<file path="config.mk">
export PLATFORM = sky130hd
export DESIGN_NAME = alu_arbiter
export DESIGN_NICKNAME = d
export VERILOG_FILES = /design/src/rtl/calc_pkg.sv /design/src/rtl/alu_arbiter_rr_arb2.sv /design/src/rtl/alu_arbiter.sv
export SDC_FILE = /design/constraint.sdc
export NUM_CORES = 1
export LEC_CHECK = 0
export CORE_ASPECT_RATIO = 0.7
export CORE_UTILIZATION = 40
export CTS_BUF_LIST = sky130_fd_sc_hd__clkbuf_4
export CTS_CLUSTER_DIAMETER = 200
export DETAILED_ROUTE_END_ITERATION = 12
export PLACE_DENSITY = 0.78
export SLEW_MARGIN = 20
export SYNTH_ARGS = -nofsm -noshare
export SYNTH_HDL_FRONTEND = slang
export SYNTH_SLANG_ARGS = --single-unit
</file>
<file path="constraint.sdc">
create_clock -name IN_clk -period 4.67 [get_ports IN_clk]
set_input_delay 1.1675 -clock IN_clk [delete_from_list [all_inputs] [get_ports IN_clk]]
set_output_delay 1.1675 -clock IN_clk [all_outputs]
set_load 0.005 [all_outputs]
</file>
<file path="src/rtl/calc_pkg.sv">
// calc_pkg: definitions shared by the ALU arbiter.
//   - ALU op codes 0xA..0xE, with a helper that says whether an op code is legal
//   - FSM state encoding for alu_arbiter
//   - common word type
package calc_pkg;

   typedef logic [15:0] word_t;

   localparam logic [3:0] OP_ADD = 4'hA;
   localparam logic [3:0] OP_SUB = 4'hB;
   localparam logic [3:0] OP_AND = 4'hC;
   localparam logic [3:0] OP_OR  = 4'hD;
   localparam logic [3:0] OP_XOR = 4'hE;

   localparam logic [1:0] ST_IDLE  = 2'd0;
   localparam logic [1:0] ST_ISSUE = 2'd1;
   localparam logic [1:0] ST_WAIT  = 2'd2;
   localparam logic [1:0] ST_DONE  = 2'd3;

   // The legal op codes form one contiguous range, OP_ADD..OP_XOR.
   function automatic logic is_legal_op(input logic [3:0] op);
      return (op >= OP_ADD) && (op <= OP_XOR);
   endfunction

endpackage

</file>
<file path="src/rtl/alu_arbiter_rr_arb2.sv">
// rr_arb2: two-way round-robin picker. This block is combinational only.
//   req0, req1 : request levels
//   ptr        : selects the preferred requester when both request (0 or 1)
//   gnt[1:0]   : one-hot pick, or zero when there is no request
module rr_arb2 (
   input  logic       req0,
   input  logic       req1,
   input  logic       ptr,
   output logic [1:0] gnt
);

   always_comb begin
      gnt = 2'b00;
      if (req0 && req1) begin
         gnt = ptr ? 2'b10 : 2'b01;
      end else if (req0) begin
         gnt = 2'b01;
      end else if (req1) begin
         gnt = 2'b10;
      end
   end

endmodule

</file>
<file path="src/rtl/alu_arbiter.sv">
// alu_arbiter: gives two requesters shared access to one ALU with a fixed latency.
//   IN_clk, IN_reset (async, active-high)
//   IN_reqN / IN_srcN / IN_dstN / IN_opN : requester N, operation request and operands
//   OUT_gntN  : one-cycle accept pulse        OUT_doneN : one-cycle completion pulse
//   OUT_ans / OUT_err : result and illegal-op flag, read together with a done pulse
//   OUT_busy  : high while the arbiter is not idle
//   OUT_alu_src / OUT_alu_dst / OUT_ALU_OP / OUT_alu_start : ALU launch side
//   IN_alu_ans : ALU result, valid ALU_LAT cycles after OUT_alu_start
//
// state    | meaning
// ---------+------------------------------------------------------------
// IDLE     | sample requests; latch the winner's operands and op code
// ISSUE    | grant pulse; ALU launch when the op code is legal
// WAIT     | count down ALU_LAT cycles; capture IN_alu_ans on the last
// DONE     | done pulse to the winner; move the round-robin pointer
module alu_arbiter
   import calc_pkg::*;
#(
   parameter int ALU_LAT = 3
) (
   input  logic        IN_clk,
   input  logic        IN_reset,
   input  logic        IN_req0,
   input  logic        IN_req1,
   input  logic [15:0] IN_src0,
   input  logic [15:0] IN_src1,
   input  logic [15:0] IN_dst0,
   input  logic [15:0] IN_dst1,
   input  logic [3:0]  IN_op0,
   input  logic [3:0]  IN_op1,
   output logic        OUT_gnt0,
   output logic        OUT_gnt1,
   output logic        OUT_done0,
   output logic        OUT_done1,
   output logic [15:0] OUT_ans,
   output logic        OUT_err,
   output logic        OUT_busy,
   output logic [15:0] OUT_alu_src,
   output logic [15:0] OUT_alu_dst,
   output logic [3:0]  OUT_ALU_OP,
   output logic        OUT_alu_start,
   input  logic [15:0] IN_alu_ans
);

   localparam logic [3:0] LAT_LOAD = 4'(ALU_LAT);

   logic [1:0] state;
   logic [3:0] cnt;
   logic       ptr;
   logic       win;
   logic [1:0] pick;
   word_t      sel_src;
   word_t      sel_dst;
   logic [3:0] sel_op;

   rr_arb2 u_rr_arb2 (
      .req0 (IN_req0),
      .req1 (IN_req1),
      .ptr  (ptr),
      .gnt  (pick)
   );

   assign sel_src = pick[1] ? IN_src1 : IN_src0;
   assign sel_dst = pick[1] ? IN_dst1 : IN_dst0;
   assign sel_op  = pick[1] ? IN_op1  : IN_op0;

   always_ff @(posedge IN_clk or posedge IN_reset) begin
      if (IN_reset) begin
         state         <= ST_IDLE;
         cnt           <= 4'd0;
         ptr           <= 1'b0;
         win           <= 1'b0;
         OUT_gnt0      <= 1'b0;
         OUT_gnt1      <= 1'b0;
         OUT_done0     <= 1'b0;
         OUT_done1     <= 1'b0;
         OUT_ans       <= '0;
         OUT_err       <= 1'b0;
         OUT_busy      <= 1'b0;
         OUT_alu_src   <= '0;
         OUT_alu_dst   <= '0;
         OUT_ALU_OP    <= '0;
         OUT_alu_start <= 1'b0;
      end else begin
         case (state)
            ST_IDLE: begin
               if (|pick) begin
                  // Grant and launch are registered here so that both pulses
                  // appear in the ISSUE cycle.
                  win           <= pick[1];
                  OUT_alu_src   <= sel_src;
                  OUT_alu_dst   <= sel_dst;
                  OUT_ALU_OP    <= sel_op;
                  OUT_gnt0      <= pick[0];
                  OUT_gnt1      <= pick[1];
                  OUT_alu_start <= is_legal_op(sel_op);
                  OUT_busy      <= 1'b1;
                  state         <= ST_ISSUE;
               end
            end
            ST_ISSUE: begin
               OUT_gnt0      <= 1'b0;
               OUT_gnt1      <= 1'b0;
               OUT_alu_start <= 1'b0;
               if (is_legal_op(OUT_ALU_OP)) begin
                  cnt   <= LAT_LOAD;
                  state <= ST_WAIT;
               end else begin
                  OUT_ans   <= '0;
                  OUT_err   <= 1'b1;
                  OUT_done0 <= ~win;
                  OUT_done1 <= win;
                  state     <= ST_DONE;
               end
            end
            ST_WAIT: begin
               // The terminal count of 1 marks the last WAIT cycle, so the
               // counter value gives the number of WAIT cycles still to run.
               if (cnt == 4'd1) begin
                  cnt       <= 4'd0;
                  OUT_ans   <= IN_alu_ans;
                  OUT_err   <= 1'b0;
                  OUT_done0 <= ~win;
                  OUT_done1 <= win;
                  state     <= ST_DONE;
               end else begin
                  cnt <= cnt - 4'd1;
               end
            end
            ST_DONE: begin
               OUT_done0 <= 1'b0;
               OUT_done1 <= 1'b0;
               OUT_busy  <= 1'b0;
               ptr       <= ~win;
               state     <= ST_IDLE;
            end
            default: begin
               state <= ST_IDLE;
            end
         endcase
      end
   end

endmodule

</file>
**Yosys cells after proc, flatten, opt, wreduce, memory -nomap -nowiden**

Index checks and enable logic that the tools add are counted.

- Add/sub/neg operators: 1
- Order comparisons: 4
- Equality and inequality tests: 8
- Muxes and demuxes: 34
- Bitwise logic cells: 1
- Reduce and logical (&&, ||, !) cells: 16

Operator list:

| cell | count |
|---|---|
| 16-bit two-way mux | 4 |
| 16-bit case mux with 2 select lines | 1 |
| 2-bit two-way mux | 6 |
| 4-bit two-way mux | 3 |
| 1-bit two-way mux | 11 |
| 1-bit case mux with 2 select lines | 5 |
| 2-bit AND reduction | 5 |
| 4-bit greater-or-equal comparator (second input constant) | 2 |
| 4-bit <= comparator (second input constant) | 2 |
| 2-bit != test (second input constant) | 4 |
| 2-bit case mux with 4 select lines | 1 |
| 4-bit case mux with 2 select lines | 1 |
| 1-bit case mux with 3 select lines | 2 |
| 3-bit AND reduction | 2 |
| 2-bit nonzero test | 3 |
| 2-bit equality test (second input constant) | 2 |
| 4-bit by 1-bit equality test with 1-bit output (second input constant) | 1 |
| 4-bit by 1-bit subtractor with 4-bit output (second input constant) | 1 |
| 1-bit logical AND | 3 |
| 3-bit nonzero test | 1 |
| 2-bit by 1-bit equality test with 1-bit output (second input constant) | 1 |
| 2-bit logical NOT | 1 |
| 2-bit OR reduction | 1 |
| 1-bit inverter | 1 |

- Register bits: 67
- Output and inout port bits: 59

**Depth between registers and ports, before layout**

- Depth after elaboration: 8
- Depth in mapped cells: 8
- Depth with buffers taken out: 6

**Modules after synthesis**

Synthesis repeated with hierarchy kept, for this count alone.

- Cell total of the unflattened synthesis: 288
- Area, all modules: 3,126.7 um2

Modules (own cells, without submodules):

| module | instances | cells each | area each (um2) | sequential area each (um2) |
|---|---|---|---|---|
| alu_arbiter | 1 | 285 | 3,108.0 | 1,676.6 |
| rr_arb2 | 1 | 3 | 18.8 | 0.0 |

**Least setup slack after synthesis**

Ideal clock, no wire load.

- Path kind: input to register
- Start: input IN_req0
- End: register OUT_alu_src[5]
- Library setup time: 0.136 ns
- Arrival: 2.001 ns
- Data required time: 4.534 ns
- Setup slack: 2.533 ns
- Stages: 6
- Buffers on the path: 2
- Cells stage by stage: inv_1 > o21ai_1 > buf_4 > buf_4 > mux2i_1 > o21ai_0

- Longest elaborated chain between the ends: 4
- Elaborated cells on any way between the ends: 6
- Those cells by class: mux: 3; reduce/logical: 3

Ends and longest elaborated chain:

| what | RTL line | source |
|---|---|---|
| from (decl) | alu_arbiter.sv:23 | `input logic IN_req0,` |
| 2-bit two-way mux / 1-bit logical AND (equally long branches) | alu_arbiter_rr_arb2.sv:16, alu_arbiter_rr_arb2.sv:14 |  |
| 2-bit two-way mux * | alu_arbiter_rr_arb2.sv:14 | `if (req0 && req1) begin` |
| 2-bit OR reduction | alu_arbiter.sv:87 | `if (\|pick) begin` |
| 2-bit AND reduction (no source line) | -- |  |
| to (signal assigned) | alu_arbiter.sv:91 | `OUT_alu_src <= sel_src;` |
| to (decl) | alu_arbiter.sv:38 | `output logic [15:0] OUT_alu_src,` |

Mark *: on every way between the ends. The rest lies on a longest branch, timed or not.
A chain may end at the register's enable or synchronous reset.

**Worst setup path in the final report**

- Start: input IN_req0
- End: register OUT_alu_src[14]

Same word-level chain as after synthesis.

==> flow_metrics.py <==
metrics = {
    "floorplan": {
        "core_sq_um": 7550,
        "initial_core_util": 0.427,
        "io_pins": 151,
        "core.rowCount": 26,
        "dieArea_sq_um": 8430,
        "die_y_um": 77.1,
        "die_w_um": 109,
    },
    "logic_synthesis": {
        "yosys_register_bits": 67,
        "synth_flop_cell": "dfrtp_1",
        "synth_common_cells": "dfrtp_1 (67), nand2_1 (62), mux2i_1 (53), o21ai_0 (49), inv_1 (26)",
        "synth_largest_area_cell": "dfrtp_1",
        "synth_cell_type_count": 35,
        "synthCells": 317,
        "yosysMostFrequentCell": "dfrtp_1",
        "synth_area_sq_um": 3220,
        "synth_nets": 416,
        "synth_area_per_cell_sq_um": 10.2,
        "synth_area_leaders": "dfrtp_1 (52%), mux2i_1 (16%), o21ai_0 (7.6%)",
        "postSynth.asyncResetShare": 1.00,
        "yosysSeqAreaShare": 0.520,
        "synth_edf_count": 0,
        "yosysWarnings": 0,
        "yosysTopAreaCellShare": 0.520,
    },
    "clocking": {
        "clockBufferDepth": 2,
        "cts_setup_buffers": 0,
        "clock-sinks": 67,
        "ctsHoldBuffers": 0,
        "htree_levels": 3,
        "cts_resized": 0,
        "clkTransAtPathRegs_ns": 0.12,
        "clk_latency_ns": 0.41,
        "cts_tree": "built",
        "root_buffer": "clkbuf_4",
        "numCtsBuffers": 9,
    },
    "worst_setup_path": {
        "critPathTopFamily": "buffers and inverters",
        "ff2ff_path_depth": 5,
        "critPathMaxStageDelay_ns": 0.61,
        "startpoint": "IN_req0",
        "endpoint_kind": "flop",
        "crit_path_start_kind": "input port",
        "slowest_stage": "clkdlybuf4s50_1",
        "crit-reg2reg-launch": "state[0]",
        "critical_path_class": "in -> reg",
        "reg2reg_to": "OUT_ans[9]",
        "r2r_setup_slack_ns": 2.24,
        "critPathRequiredTime_ns": 4.95,
        "cp_max_fo": 27,
        "path_cells": "clkdlybuf4s50_1 -> inv_1 -> o21ai_4 -> buf_4 -> mux2i_1 -> o21ai_0",
        "arrival_ns": 3.24,
        "path_buf_inv": 3,
    },
    "grt": {
        "grt_util_met1": 0.261,
        "use_met2": 0.327,
        "overflow": 0,
        "grt_pass1_wl_mm": 13.1,
        "grt_pass1_vias": 2769,
        "grt_max_degree": 52,
        "antenna_found_initial": 0,
        "grtUsageMet3": 0.0510,
        "grt.busiest_layer": "met2",
        "grt_use_total": 0.203,
    },
    "min_path": {
        "hp-class": "reg -> reg",
        "hold_start": "OUT_gnt1",
        "hold_depth": 2,
        "hold_end": "OUT_gnt1",
    },
    "sta": {
        "setup_viol": 0,
        "clock.fmax_mhz": 338,
        "hold_viol": 0,
        "fin_setup_tns_ns": 0,
        "setup_ws_ns": 1.71,
        "worst_clock_skew_ns": 0.0125,
        "rsz0062_at_grt": "no",
        "finalCriticalPeriod_ns": 2.96,
        "relSlewSlack": 0.323,
        "fin_crit_sh": 0.634,
        "tightestPinTransition_ns": 1.02,
        "slew_violations": 0,
    },
    "drt": {
        "wl_per_cell_um": 14.4,
        "first_pass_iters": 4,
        "drc": 0,
        "drtIter0Drc": 177,
        "vias": 2773,
        "ant_nets": 0,
        "wirelength_mm": 8.15,
        "via_per_inst": 4.88,
    },
    "run": {
        "max-cap-violations": 0,
    },
    "place": {
        "gp_congestion": 0.778,
        "port_buffers": 150,
        "dp_worst_setup_slack_ns": 1.29,
        "dp_cells": 552,
        "dpl_cell_area_sq_um": 4800,
        "hpwl_mm": 6.20,
    },
    "pwr": {
        "powerDensity_nw_per_um2": 535,
        "leakage_nw": 2.25,
        "ir_worst_vdd_v": 0.000271,
    },
    "cells_and_area": {
        "nets": 564,
        "drive_above_1_share": 0.0553,
        "diodes": 0,
        "syn2layout_area_growth_pct": 53.3,
        "final_cell_area_sq_um": 4940,
        "stdcell_count": 568,
    },
    "status": {
        "status": "complete, no violations",
    },
}
## cell type report
cell class	count	area (sq um)
Multi-Input combinational cell	208	1380
Fill cell	604	2610
Clock inverter	6	66.3
Inverter	26	98.8
Sequential cell	67	1680
Timing Repair Buffer	153	1520
Tap cell	98	123
Clock buffer	10	75.1
## stage by stage
step | utilization | total power, W | hold WS (ns)
after floorplan | - | 0.00169 | 0.463
after global placement | 0.636 | 0.00225 | 0.461
after detailed placement | 0.636 | 0.00229 | 0.469
after CTS | 0.655 | 0.00268 | 0.494
after global routing | 0.655 | 0.00286 | 0.511
final | 0.655 | 0.00264 | 0.485
## tightest hold or removal path, stage by stage (launching register included)
cell and delay [ns]:
dfrtp_1 0.35, nand2_1 0.04, o21ai_0 0.06
## report_power, final
group | switching (W) | internal (W) | leakage, nW
clock network | 0.000207 | 0.000169 | 0.0702
registers | 0.000149 | 0.000815 | 0.846
logic | 0.000585 | 0.000719 | 1.34
total | 0.000941 | 0.00170 | 2.25
## metal layers
metal / vias up / wire [um]
met5: - / 0
met4: 0 / 129
met3: 12 / 642
met2: 100 / 3790
met1: 1291 / 3590
li1: 1370 / -
## flip-flops by register name (all words and copies together) (netlist names)
| name | flops |
|---|---|
| OUT_err | 1 |
| OUT_busy | 1 |
| OUT_gnt0 | 1 |
| state | 2 |
| cnt | 4 |
| OUT_alu_dst | 16 |
| OUT_done1 | 1 |
| OUT_alu_start | 1 |
| OUT_done0 | 1 |
| OUT_ans | 16 |
| ptr | 1 |
| win | 1 |
| OUT_gnt1 | 1 |
| OUT_ALU_OP | 4 |
| OUT_alu_src | 16 |
## kinds of logic (layout without fill, tap and decap cells)
kind of cell / Yosys count / after routing / share of synthesized area
mux: 55 / 55 / 0.172
buf+inv: 42 / 195 / 0.0594
compound gates: 67 / 67 / 0.118
fa+ha+maj: 7 / 7 / 0.0272
simple gates: 79 / 79 / 0.104
flops: 67 / 67 / 0.520
## how the worst max path moves through the flow
stage,to,slack [ns],depth (start not counted)
final,OUT_alu_src[14],1.71,6
after global routing,OUT_alu_src[3],1.61,6
after CTS,OUT_alu_src[14],1.75,6
after detailed placement,OUT_alu_src[14],1.29,6
after global placement,OUT_alu_dst[6],1.37,6
after floorplan,OUT_ALU_OP[0],1.82,1
## placed cells by master, fill, tap and decap left out, drive strengths merged, types with 2 or more instances in the layout
cell type      Yosys  routed
nand2             63      63
inv               26      25
and3               2       2
nor2               3       3
dfrtp             67      67
o21ai             50      50
a21boi             3       3
clkdlybuf4s50      0     150
ha                 7       7
clkinv             0       4
mux2               2       2
buf                6       3
mux2i             53      53
nor2b              3       3
o211ai             2       2
nand3              3       3
clkbuf            10      10
a21oi              3       3
clkinvlp           0       2
(Power assumes the default switching activity.)
